### src/rtl/mem_access_stage.sv
// MEM pipeline stage: registers ALU results for writeback and runs single-word
// load/store transfers on the data bus, stalling upstream while one is outstanding.
module mem_access_stage #(
  parameter int WORD_W     = 32,
  parameter int REG_ADDR_W = 5,
  parameter int BUS_ADDR_W = 30
) (
  input  logic                  clk,
  input  logic                  reset,
  input  logic                  ex_en,
  input  logic [1:0]            ex_mem_op,
  input  logic [WORD_W-1:0]     ex_addr,
  input  logic [WORD_W-1:0]     ex_wr_data,
  input  logic [WORD_W-1:0]     ex_out,
  input  logic [REG_ADDR_W-1:0] ex_dst_addr,
  input  logic                  ex_dst_we_,
  input  logic                  flush,
  output logic                  mem_busy,
  output logic                  mem_miss_align,
  output logic                  bus_req,
  output logic                  bus_rw,
  output logic [BUS_ADDR_W-1:0] bus_addr,
  output logic [WORD_W-1:0]     bus_wr_data,
  input  logic [WORD_W-1:0]     bus_rd_data,
  input  logic                  bus_rdy,
  output logic                  gpr_we_,
  output logic [REG_ADDR_W-1:0] gpr_wr_addr,
  output logic [WORD_W-1:0]     gpr_wr_data
);

  typedef enum logic {
    IDLE,
    ACCESS
  } state_t;

  localparam logic [1:0] OP_LOAD  = 2'd1;
  localparam logic [1:0] OP_STORE = 2'd2;

  state_t                  state, state_n;
  logic                    bus_req_n, bus_rw_n;
  logic [BUS_ADDR_W-1:0]   bus_addr_n;
  logic [WORD_W-1:0]       bus_wr_data_n;
  logic                    gpr_we_n_, miss_align_n;
  logic [REG_ADDR_W-1:0]   gpr_wr_addr_n;
  logic [WORD_W-1:0]       gpr_wr_data_n;
  logic                    is_load, is_load_n;
  logic [REG_ADDR_W-1:0]   lat_dst, lat_dst_n;
  logic                    lat_we_, lat_we_n_;
  logic                    cancel, cancel_n;

  assign mem_busy = (state == ACCESS);

  always_ff @(posedge clk) begin
    if (reset) begin
      state          <= IDLE;
      bus_req        <= 1'b0;
      bus_rw         <= 1'b1;
      bus_addr       <= '0;
      bus_wr_data    <= '0;
      gpr_we_        <= 1'b1;
      gpr_wr_addr    <= '0;
      gpr_wr_data    <= '0;
      mem_miss_align <= 1'b0;
      is_load        <= 1'b0;
      lat_dst        <= '0;
      lat_we_        <= 1'b1;
      cancel         <= 1'b0;
    end else begin
      state          <= state_n;
      bus_req        <= bus_req_n;
      bus_rw         <= bus_rw_n;
      bus_addr       <= bus_addr_n;
      bus_wr_data    <= bus_wr_data_n;
      gpr_we_        <= gpr_we_n_;
      gpr_wr_addr    <= gpr_wr_addr_n;
      gpr_wr_data    <= gpr_wr_data_n;
      mem_miss_align <= miss_align_n;
      is_load        <= is_load_n;
      lat_dst        <= lat_dst_n;
      lat_we_        <= lat_we_n_;
      cancel         <= cancel_n;
    end
  end

  // gpr_we_ and mem_miss_align default to their idle levels so they act as pulses
  always_comb begin
    state_n       = state;
    bus_req_n     = bus_req;
    bus_rw_n      = bus_rw;
    bus_addr_n    = bus_addr;
    bus_wr_data_n = bus_wr_data;
    gpr_we_n_     = 1'b1;
    gpr_wr_addr_n = gpr_wr_addr;
    gpr_wr_data_n = gpr_wr_data;
    miss_align_n  = 1'b0;
    is_load_n     = is_load;
    lat_dst_n     = lat_dst;
    lat_we_n_     = lat_we_;
    cancel_n      = cancel;

    case (state)
      IDLE: begin
        if (ex_en && !flush) begin
          if (ex_mem_op == OP_LOAD || ex_mem_op == OP_STORE) begin
            if (ex_addr[1:0] != 2'b00) begin
              miss_align_n = 1'b1;
            end else begin
              state_n    = ACCESS;
              bus_req_n  = 1'b1;
              bus_rw_n   = (ex_mem_op == OP_LOAD);
              bus_addr_n = ex_addr[BUS_ADDR_W+1:2];
              is_load_n  = (ex_mem_op == OP_LOAD);
              lat_dst_n  = ex_dst_addr;
              lat_we_n_  = ex_dst_we_;
              cancel_n   = 1'b0;
              if (ex_mem_op == OP_STORE) begin
                bus_wr_data_n = ex_wr_data;
              end
            end
          end else begin
            gpr_wr_data_n = ex_out;
            gpr_wr_addr_n = ex_dst_addr;
            gpr_we_n_     = ex_dst_we_;
          end
        end
      end

      ACCESS: begin
        // A flush cannot abort the bus transfer, only the load's writeback
        if (flush) begin
          cancel_n = 1'b1;
        end
        if (bus_rdy) begin
          state_n   = IDLE;
          bus_req_n = 1'b0;
          cancel_n  = 1'b0;
          if (is_load && !cancel && !flush) begin
            gpr_wr_data_n = bus_rd_data;
            gpr_wr_addr_n = lat_dst;
            gpr_we_n_     = lat_we_;
          end
        end
      end

      default: state_n = IDLE;
    endcase
  end

endmodule

### config.mk
export PLATFORM = sky130hd
export DESIGN_NAME = mem_access_stage
export DESIGN_NICKNAME = d
export VERILOG_FILES = /design/src/rtl/mem_access_stage.sv
export SDC_FILE = /design/constraint.sdc
export NUM_CORES = 1
export LEC_CHECK = 0
export ABC_AREA = 1
export CAP_MARGIN = 20
export CORE_UTILIZATION = 30
export DETAILED_ROUTE_END_ITERATION = 16
export PLACE_DENSITY = 0.59
export SLEW_MARGIN = 0
export SYNTH_ARGS = -nofsm -noshare
export SYNTH_HDL_FRONTEND = slang
export SYNTH_SLANG_ARGS = --single-unit
### constraint.sdc
create_clock -name clk -period 2.25 [get_ports clk]
set_clock_uncertainty 0.1 [all_clocks]
set_input_delay 0.45 -clock clk [delete_from_list [all_inputs] [get_ports clk]]
set_output_delay 0.45 -clock clk [all_outputs]
set_load 0.01 [all_outputs]
---- Yosys cells after proc, flatten, opt, wreduce, memory -nomap -nowiden ----
Cells that the tools add are included.
word-level totals
  word-level logic and storage cells ...... 71
  output and inout bits ................... 104
  register bits ........................... 112
  bits of input ports ..................... 141
cells by class
  bitwise logic cells ..................... 4
  mux-type cells .......................... 32
  reductions and logical operators ........ 13
  equal/unequal tests ..................... 9
operators by type and width
  kind                  number
  $mux W32              4
  $pmux W32 S2          1
  $mux W5               4
  $mux W1               18
  $reduce_and A4 Y1     4
  $ne A2 B2 Y1 const B  5
  $pmux W5 S2           1
  $pmux W1 S2           4
  $reduce_and A5 Y1     1
  $not A1 Y1            4
  $reduce_or A4 Y1      1
  $logic_and A1 B1 Y1   3
  $ne A3 B3 Y1 const B  1
  $eq A2 B1 Y1 const B  1
  $eq A2 B2 Y1 const B  1
  $logic_not A1 Y1      2
  $ne A2 B1 Y1 const B  1
  $reduce_bool A2 Y1    1
  $logic_or A1 B1 Y1    1

---- Depth between registers and ports, before layout ----
  word-level depth ........................ 6
  depth in mapped cells ................... 9

---- Worst setup path after synthesis ----
No wires, ideal clock.
  path type ............................... input-to-reg
  from .................................... in ex_mem_op[0]
  to ...................................... reg bus_wr_data[16]
  setup slack ............................. 0.538 ns
  path buffers ............................ 2
  library setup time ...................... 0.115 ns
  arrival ................................. 1.497 ns
  cell stages on the path ................. 8
  required time ........................... 2.035 ns
  path through ............................ inv_1 ha_1 inv_1 buf_2 buf_1 nand3_1 nand2_1 nor2_1
between the ends
  cells in the longest elaborated chain, start to end .. 3
ends and longest elaborated chain
  what                                          RTL line  RTL
  start: declaration                            11        input logic [1:0] ex_mem_op,
  $eq A2 B1 Y1 or $eq A2 B2 Y1 (tied branches)  104, 116
  $logic_or A1 B1 Y1                            104       if (ex_mem_op == OP_LOAD || ex_mem_op == OP_STORE) begin
  $reduce_and A5 Y1 (no source line) *          --
  end signal: assignment                        73        bus_wr_data <= bus_wr_data_n;
  end: declaration                              23        output logic [WORD_W-1:0] bus_wr_data,
Mark *: on every way between the ends. The rest lies on a longest branch, timed or not.
A chain may end at the register's enable or synchronous reset.

---- Final worst setup path ----
  from .................................... reg state (netlist: mem_busy)
  to ...................................... out mem_busy
RTL lines
  what                      RTL line  RTL
  start: declaration        39        state_t state, state_n;
  start signal: assignment  69        state <= state_n;
  end: declaration          18        output logic mem_busy,
No word-level cell between the ends.

==> reports/summary.txt <==
Outcome: complete, no violations
Post-Syn Instances: 748
Kind of critical path: flop to primary output
Arrival time worst endpoint: 1.42 ns
CP top delay family: buffers and inverters
Final hold viol count: 0
Vias/cell: 4.39
Core Rows: 47
Post-synth EDFFs: 0
CTS-repair resized insts: 0
# H-tree levels: 3
Crit-path cells: clkdlybuf4s50_1
Total wire length: 15,300 um
Postcts setup bufs: 0
Worst hold path class: flop to flop
Area of the multi-input gates: 0.00239 mm^2
Clk Latency, worst-skew pair: 0.35 ns
Hold depth: 2
Post-synth top area share: 44.4%
Pwr Density: 562 mW/mm^2
Top-count cell post-synth: nand2_1
Cell Area, Synth: 0.00504 mm^2
Vias in the first global route: 4,950
Filler cell count: 1,662
Die ar.: 0.0173 mm^2
Peak supply drop: 0.401 mV
Placed insts: 1,174
Area growth syn-to-layout: 59.0%
Startpoint types: flop
Required time of the worst setup path: 1.70 ns
Share of cells above drive strength 1: 4.23%
Ys async rst share: 0%
CTS tree: yes
Avg Inst Size Synth: 6.74 um^2
Fin cells: 1,190
Root buf cell: clkbuf_16
Buffers on Ports: 244
Worst Path Max Fanout: 5
Post-layout nets: 1,108
Num CTS Buffers: 9
GR Util met1: 23.3%
Dominant cells by area after synthesis: dfxtp_1, nand2_1, nor2_1
Worst Setup End Kind: primary output
Io pins: 245
Global route overflow: 0
Top FF cell, synth: dfxtp_1
M2 GR Usage: 29.0%
Placeable Area: 0.0165 mm^2
Fin Hold WS: 0.356 ns
Die W: 132 um
Met3 Use GR: 5.05%
FF+latch area: 0.00224 mm^2
Synth cell count leaders: nand2_1, nor2_1, dfxtp_1
RD Place Congestion: 0.738
Gr busiest metal: met2
Routed Antenna Nets: 0
Post-synthesis sequential area ratio: 44.4%
Critical path's slowest cell: clkdlybuf4s50_1
Flops & latches, synth: 112
Final Slew Violations: 0
Synth cell types: 22
RSZ-0062 raised after global routing: no
Place WS: -0.0650 ns
First-pass GRT wire length: 25,500 um
Crit-path max cell delay: 0.60 ns
Max clock buf depth: 2
Lkg Pwr: 3.32 nW
Reg2reg end: bus_wr_data[7]
DR DRC count: 0
Yosys warns: 0
Hold endpoint: bus_req
Fmax achieved: 507 MHz
HPWL Detailed: 10,400 um
Vias: 5,223
Slew HR: 71.2%
Flop2flop setup slack: 0.55 ns
MaxCap Viol Count: 0
Buf+Inv Stages, Crit Path: 1
Starting Density: 30.5%
Hold path startpoint: bus_req
Wire per inst: 12.8 um
Worst setup margin: 0.277 ns
Pre-Repair DR Iteration Count: 6
Initial antenna violation count: 1
Period utilisation layout: 87.7%
Final setup violation count: 0
Final Critical Period: 1.97 ns
Die height: 132 um
Clock transition at path regs: 0.07 ns
# hold bufs at CTS: 0
Slew @ Worst Pin: 0.433 ns
Syn nets: 891
Clock sinks: 112
Leading area contributor after synthesis: dfxtp_1
Gr usage total: 18.1%
Reg-to-reg critical path startpoint: mem_busy
Largest net degree at the start of global routing: 86
Reg2reg path depth: 7
Drt initial violations: 231
-- placed cells by master, fill, tap and decap left out, drive strengths merged, types with 3 or more instances in the layout --
cell / netlist / final
a21oi: 71 / 71
inv: 44 / 46
buf: 37 / 17
nand2: 161 / 161
dfxtp: 112 / 112
nor2: 150 / 150
clkbuf: 18 / 9
and2: 37 / 37
nand3: 75 / 75
clkdlybuf4s50: 0 / 244
o21ai: 37 / 37
clkinv: 0 / 3
-- metal layers --
metal,routed length [um],up-vias
li1,-,2789
met1,7130,2284
met2,6960,136
met3,929,14
met4,231,0
met5,0,-
-- through the flow --
step | power, mW | instance area, um^2 | utilization (%) | setup TNS (ns)
6_report | 4.51 | 8020 | 48.6 | 0
3_5_place_dp | 2.96 | 7730 | 46.8 | -1.05
2_1_floorplan | 2.48 | 5040 | - | 0
3_3_place_gp | 2.96 | 7730 | 46.8 | 0
5_1_grt | 4.75 | 8020 | 48.6 | 0
4_1_cts | 4.59 | 8020 | 48.5 | 0
-- kinds of logic (layout without fill, tap and decap cells) --
family                     after synthesis  count (layout)  share of synthesized area [%]
DFF                                    112             112                           44.4
and+or+nand+nor                        426             426                           35.9
AOI/OAI and AO/OA                      109             109                           10.9
other                                    0               1                              0
buffers and inverters                   99             320                           8.33
adders and majority gates                2               2                          0.496
-- worst max path at each step --
stage	from	to	slack (ns)	cells after the start
2_1_floorplan	ex_mem_op[0]	bus_wr_data[16]	0.54	8
3_3_place_gp	ex_mem_op[0]	bus_addr[6]	0.0009	9
3_5_place_dp	ex_mem_op[0]	bus_addr[26]	-0.07	9
4_1_cts	mem_busy	mem_busy	0.25	1
5_1_grt	ex_mem_op[0]	bus_addr[14]	0.14	9
6_report	mem_busy	mem_busy	0.28	1
-- worst register-to-register path, stage by stage, from the launching register on --
cell     delay (ns)
dfxtp_1        0.39
inv_2          0.27
nand3_2        0.18
nor2_4         0.14
buf_12         0.26
nand3_1        0.14
nand2_1        0.07
nor2_1         0.04
-- where the power goes --
part / switching (mW) / total (mW) / internal, mW
sequential: 0.0337 / 2.08 / 2.05
combinational: 0.363 / 0.825 / 0.462
clock: 0.737 / 1.60 / 0.866
total: 1.13 / 4.51 / 3.38
-- flip-flops by register name, indices dropped and copies added (netlist names), 5 cells and up --
| register | count |
|---|---|
| bus_addr | 30 |
| bus_wr_data | 32 |
| gpr_wr_addr | 5 |
| gpr_wr_data | 32 |
| lat_dst | 5 |
-- cell type report --
cell class                 instances  share of cell area (%)
inverter                          44                    2.07
clock buffer                       9                    2.81
multi-input combinational        537                    29.8
tap                              220                    3.43
sequential                       112                    27.9
timing repair buffer             261                    33.1
clock inverter                     6                   0.827
antenna                            1                  0.0312
Power figures use the tool's default switching activity.
